[src/rtl/i2c_sram_master.sv]
// Single-master I2C controller: issues START, device address + mode, memory
// address, two data bytes with ACK slots, and STOP for 16-bit SRAM word transfers.
module i2c_sram_master #(
  parameter int CLK_DIV = 4
) (
  input  logic        clk,
  input  logic        reset,
  input  logic        req,
  input  logic        rw,
  input  logic [6:0]  dev_addr,
  input  logic [7:0]  mem_addr,
  input  logic [15:0] wdata,
  output logic        ready,
  output logic        done,
  output logic        ack_err,
  output logic [15:0] rdata,
  output logic        scl,
  output logic        sda_oe,
  input  logic        sda_in
);
  localparam int QW = (CLK_DIV > 1) ? $clog2(CLK_DIV) : 1;
  localparam logic [QW-1:0] Q_LAST = QW'(CLK_DIV - 1);

  // Encoding order matters: byte states advance to their ACK state with +1.
  localparam logic [3:0] S_IDLE    = 4'd0;
  localparam logic [3:0] S_START   = 4'd1;
  localparam logic [3:0] S_ADDR    = 4'd2;
  localparam logic [3:0] S_ACK_A   = 4'd3;
  localparam logic [3:0] S_MADDR   = 4'd4;
  localparam logic [3:0] S_ACK_M   = 4'd5;
  localparam logic [3:0] S_DATA_HI = 4'd6;
  localparam logic [3:0] S_ACK_HI  = 4'd7;
  localparam logic [3:0] S_DATA_LO = 4'd8;
  localparam logic [3:0] S_ACK_LO  = 4'd9;
  localparam logic [3:0] S_STOP    = 4'd10;
  localparam logic [3:0] S_DONE    = 4'd11;

  logic [3:0]    state;
  logic [QW-1:0] qcnt;
  logic [1:0]    q;
  logic [2:0]    bit_cnt;
  logic          rw_l;
  logic [7:0]    maddr_l;
  logic [15:0]   wdata_l;
  logic [7:0]    tx_sr;
  logic [7:0]    rx_sr;
  logic [7:0]    hi_byte;
  logic          sda_smp;
  logic          err;
  logic          slot_end;
  logic          sample_pt;
  logic          slave_ack;

  assign slot_end  = (q == 2'd3) && (qcnt == Q_LAST);
  assign sample_pt = (q == 2'd2) && (qcnt == Q_LAST);
  assign slave_ack = (state == S_ACK_A) || (state == S_ACK_M) ||
                     (!rw_l && ((state == S_ACK_HI) || (state == S_ACK_LO)));
  assign ready     = (state == S_IDLE);

  // Bus levels are a pure decode of slot state, so reset releases the bus at once.
  always_comb begin
    scl    = 1'b1;
    sda_oe = 1'b0;
    case (state)
      S_START:              sda_oe = q[1];
      S_STOP: begin
        scl    = q[1];
        sda_oe = (q != 2'd3);
      end
      S_ADDR, S_MADDR: begin
        scl    = q[1];
        sda_oe = ~tx_sr[bit_cnt];
      end
      S_DATA_HI, S_DATA_LO: begin
        scl    = q[1];
        sda_oe = ~rw_l & ~tx_sr[bit_cnt];
      end
      S_ACK_A, S_ACK_M, S_ACK_LO: scl = q[1];
      S_ACK_HI: begin
        scl    = q[1];
        sda_oe = rw_l;
      end
      default: ;
    endcase
  end

  always_ff @(posedge clk or negedge reset) begin
    if (!reset) begin
      state   <= S_IDLE;
      qcnt    <= '0;
      q       <= 2'd0;
      bit_cnt <= 3'd7;
      rw_l    <= 1'b0;
      maddr_l <= 8'd0;
      wdata_l <= 16'd0;
      tx_sr   <= 8'd0;
      rx_sr   <= 8'd0;
      hi_byte <= 8'd0;
      sda_smp <= 1'b0;
      err     <= 1'b0;
      done    <= 1'b0;
      ack_err <= 1'b0;
      rdata   <= 16'd0;
    end else begin
      done <= 1'b0;
      if (sample_pt) begin
        sda_smp <= sda_in;
        if (rw_l && ((state == S_DATA_HI) || (state == S_DATA_LO)))
          rx_sr <= {rx_sr[6:0], sda_in};
      end
      if ((state != S_IDLE) && (state != S_DONE)) begin
        if (qcnt == Q_LAST) begin
          qcnt <= '0;
          q    <= q + 2'd1;
        end else begin
          qcnt <= qcnt + 1'b1;
        end
      end
      case (state)
        S_IDLE: if (req) begin
          rw_l    <= rw;
          maddr_l <= mem_addr;
          wdata_l <= wdata;
          tx_sr   <= {dev_addr, rw};
          bit_cnt <= 3'd7;
          err     <= 1'b0;
          qcnt    <= '0;
          q       <= 2'd0;
          state   <= S_START;
        end
        S_START: if (slot_end) state <= S_ADDR;
        // bit_cnt wraps 0 -> 7, so it is already primed for the next byte.
        S_ADDR, S_MADDR, S_DATA_HI, S_DATA_LO: if (slot_end) begin
          bit_cnt <= bit_cnt - 3'd1;
          if (bit_cnt == 3'd0) state <= state + 4'd1;
        end
        S_ACK_A, S_ACK_M, S_ACK_HI, S_ACK_LO: if (slot_end) begin
          if (slave_ack && sda_smp) begin
            err   <= 1'b1;
            state <= S_STOP;
          end else begin
            state <= state + 4'd1;
            if (state == S_ACK_A) tx_sr <= maddr_l;
            else if (state == S_ACK_M) tx_sr <= wdata_l[15:8];
            else if (state == S_ACK_HI) begin
              tx_sr   <= wdata_l[7:0];
              hi_byte <= rx_sr;
            end
          end
        end
        S_STOP: if (slot_end) state <= S_DONE;
        S_DONE: begin
          done    <= 1'b1;
          ack_err <= err;
          if (rw_l && !err) rdata <= {hi_byte, rx_sr};
          state   <= S_IDLE;
        end
        default: state <= S_IDLE;
      endcase
    end
  end
endmodule
[config.mk]
export PLATFORM = sky130hd
export DESIGN_NAME = i2c_sram_master
export DESIGN_NICKNAME = d
export VERILOG_FILES = /design/src/rtl/i2c_sram_master.sv
export SDC_FILE = /design/constraint.sdc
export NUM_CORES = 1
export LEC_CHECK = 0
export ABC_AREA = 1
export BUFFER_PORTS_ARGS = -buffer_cell sky130_fd_sc_hd__buf_2
export CAP_MARGIN = 20
export CORE_MARGIN = 4
export CORE_UTILIZATION = 45
export CTS_CLUSTER_SIZE = 14
export DETAILED_ROUTE_END_ITERATION = 8
export GPL_TIMING_DRIVEN = 0
export HOLD_SLACK_MARGIN = 0.06
export PLACE_DENSITY_LB_ADDON = 0.12
export RECOVER_POWER = 100
export SYNTH_ARGS = -nofsm -noshare
export SYNTH_HDL_FRONTEND = slang
export SYNTH_SLANG_ARGS = --single-unit
[constraint.sdc]
create_clock -name clk -period 1.75 [get_ports clk]
set_input_delay 0.0875 -clock clk [delete_from_list [all_inputs] [get_ports clk]]
set_output_delay 0.0875 -clock clk [all_outputs]
set_load 0.005 [all_outputs]
==> results.toml <==
[timing]
hold_violations = 0
slew_violations = 0
rsz0062_at_grt = "true"
min_period_ps = 1830
slew_headroom = 0.341
fin_crit_sh = 1.05
tightest_slew_ps = 988
fin_tns_setup_ps = -117
holdWs_ps = 246
setup_violations = 3
finClkSkew_ps = 7.86
fmax_ghz = 0.545
setup_slack_ps = -83.6

[power_and_ir_drop]
power_density_nw_per_um2 = 1580
swShare = 0.424
peakVddDrop_mv = 0.791
p_switching_w = 0.00357
power.leakage_nw = 2.70
internal-power_w = 0.00486
seqPwrFrac = 0.340
clkPwrFrac = 0.167
p_comb_frac = 0.493

[detailed_routing]
finalWirelength_mm = 9.61
routedWlPerCell_um = 13.6
dr.pass1.iters = 4
via_count = 3449
drc = 0
drtAntennaViolNets = 0
routed_via_density = 4.88
drt_iter0_drc = 123

[clock_network]
cts_tree = "yes"
cts_sinks = 80
cts-root-buf = "clkbuf_8"
clk_latency_ps = 350
cts_buffers = 9
clk_pin_slew_ps = 90
clockBufferDepth = 2
htreeDepth = 3

[worst_setup_path]
crit_path_end_kind = "primary output"
startpoint_type = "register"
critPathKind = "register to primary output"
timing.rr.end = "tx_sr[4]"
crit_fanout = 5
crit_start = "state[0]"
worstPathRequired_ps = 1660
crit_arrival_ps = 1750
r2r_setup_slack_ps = -10
r2r_start = "state[0]"
r2r_cells = 9

[logic_synthesis]
synth.yosys.seq_area_share = 0.491
avgSynthCellArea_um2 = 8.61
synth_seq_cells = 80
ys_types = 35
synth_nets = 520
yosysWarningCount = 0
syn_area_um2 = 4090
syn_inst = 475

[floorplanning]
initial_core_util = 0.466
dieHeight_um = 103
die-area_um2 = 10700
die_w_um = 103
io_pins = 57
rows = 34
core-area_um2 = 8760

[worst_hold_path]
hold_end = "err"
worstHoldPathType = "input port to register"
hold_depth = 5
hp-start = "req"

[global_route]
grt_start_max_net_pins = 65
grt_pass1_vias = 3431
grt-ovfl-total = 0
grt_antenna_before_repair = 0
grtUsageTotal = 0.193
grt_first_pass_wirelength_mm = 16.0

[outcome]
violations = "negative setup slack"
status = "complete, but fails checks"

[final_layout]
fin_util = 0.609
drive_above_1_share = 0.284
diodes = 0
ff_latch_area_um2 = 2010
layout_commonest_cell = "nand2_1"
synthToLayoutAreaGrowth_pct = 30.5
multiInputGateArea_um2 = 1910
mostFrequentLayoutCells = "nand2_1, dfrtp_1, buf_2"
finalNetCount = 639
n_fill_cell = 789

[run]
drv_cap = 0

[place]
port_buffers = 56
place.gp.congestion = 0.876
hpwl_mm = 6.54
-- sequential cells by signal, summed over array words and instances (netlist names) --
| name | flops |
|---|---|
| rw_l | 1 |
| rx_sr | 8 |
| q | 2 |
| done | 1 |
| state | 4 |
| wdata_l | 16 |
| hi_byte | 8 |
| sda_smp | 1 |
| rdata | 16 |
| qcnt | 2 |
| ack_err | 1 |
| bit_cnt | 3 |
| tx_sr | 8 |
| maddr_l | 8 |
| err | 1 |
-- power groups by stage --
stage	registers, W	logic [W]	clock network, W
floorplan	0.00279	0.00310	0
global placement	0.00285	0.00396	0
detailed placement	0.00286	0.00404	0
CTS	0.00288	0.00446	0.00144
global route	0.00296	0.00470	0.00151
finish	0.00287	0.00416	0.00140
-- repair_timing --
action | in CTS | in global routing
pin swaps | 8 | 10
hold buffers | 34 | 0
resized for setup | 26 | 20
endpoints found under the setup margin | 69 | 45
hold endpoints to repair | 112 | 0
buffers inserted | 12 | 6
-- worst max-delay path, cell delays in order (launching register included) --
cell and delay, ps:
dfrtp_2 490, inv_4 110, ha_4 160, nand3_4 80, nand2_4 100, inv_2 40
o21ai_1 110, nand2_1 60, o211ai_1 90, buf_2 150
-- cell families after synthesis --
| group | synth area share |
|---|---|
| XOR/XNOR | 0.00643 |
| multiplexers | 0.0248 |
| AO/OA/AOI/OAI | 0.106 |
| adder cells (fa/ha/maj) | 0.0275 |
| flip-flops | 0.491 |
| AND/OR/NAND/NOR | 0.269 |
| buffers and inverters | 0.0759 |
-- layer usage --
metal	share of wire	global-route usage
met1	0.47	0.260
met2	0.47	0.312
met3	0.043	0.0396
met4	0.016	0.0647
met5	0	0
-- through the flow --
| step | total power [W] | instances | area, µm² | setup slack, ps |
|---|---|---|---|---|
| finish | 0.00843 | 707 | 5330 | -83.6 |
| global route | 0.00918 | 707 | 5330 | -158 |
| CTS | 0.00877 | 701 | 5280 | -83.6 |
| detailed placement | 0.00691 | 640 | 4530 | -221 |
| global placement | 0.00682 | 639 | 4500 | -215 |
| floorplan | 0.00589 | 475 | 4090 | 130 |
-- Yosys cell counts, drive strengths merged --
library cell  instances  area [µm²]
mux2                  9         101
a21oi                12        60.1
o211ai                8        60.1
nor2                 26         141
dfstp                 3        78.8
nand2               171         719
nand4                 2        12.5
o211a                 1        10.0
nand3                31         205
nor3                  2        21.3
ha                    9         113
inv                  51         194
clkinv                1        5.00
a31oi                 1        6.26
buf                  13         104
o22a                  1        8.76
o21ai                52         287
xor2                  3        26.3
dfrtp                77        1930
clkbuf                2        7.51
-- area by class of cell --
class | instances | area share
buffer | 14 | 0.0204
clock buffer | 10 | 0.0258
clock inverter | 6 | 0.0127
inverter | 52 | 0.0378
multi-input combinational | 328 | 0.357
sequential | 80 | 0.377
tap | 108 | 0.0253
timing repair buffer | 109 | 0.144
-- worst max-delay path by stage --
stage | end | slack, ps
floorplan | rdata[10] | 130
global route | sda_oe | -160
CTS | sda_oe | -80
global placement | maddr_l[6] | -220
detailed placement | wdata_l[14] | -220
finish | sda_oe | -80
Note: power is estimated with default switching activity, not from simulation.
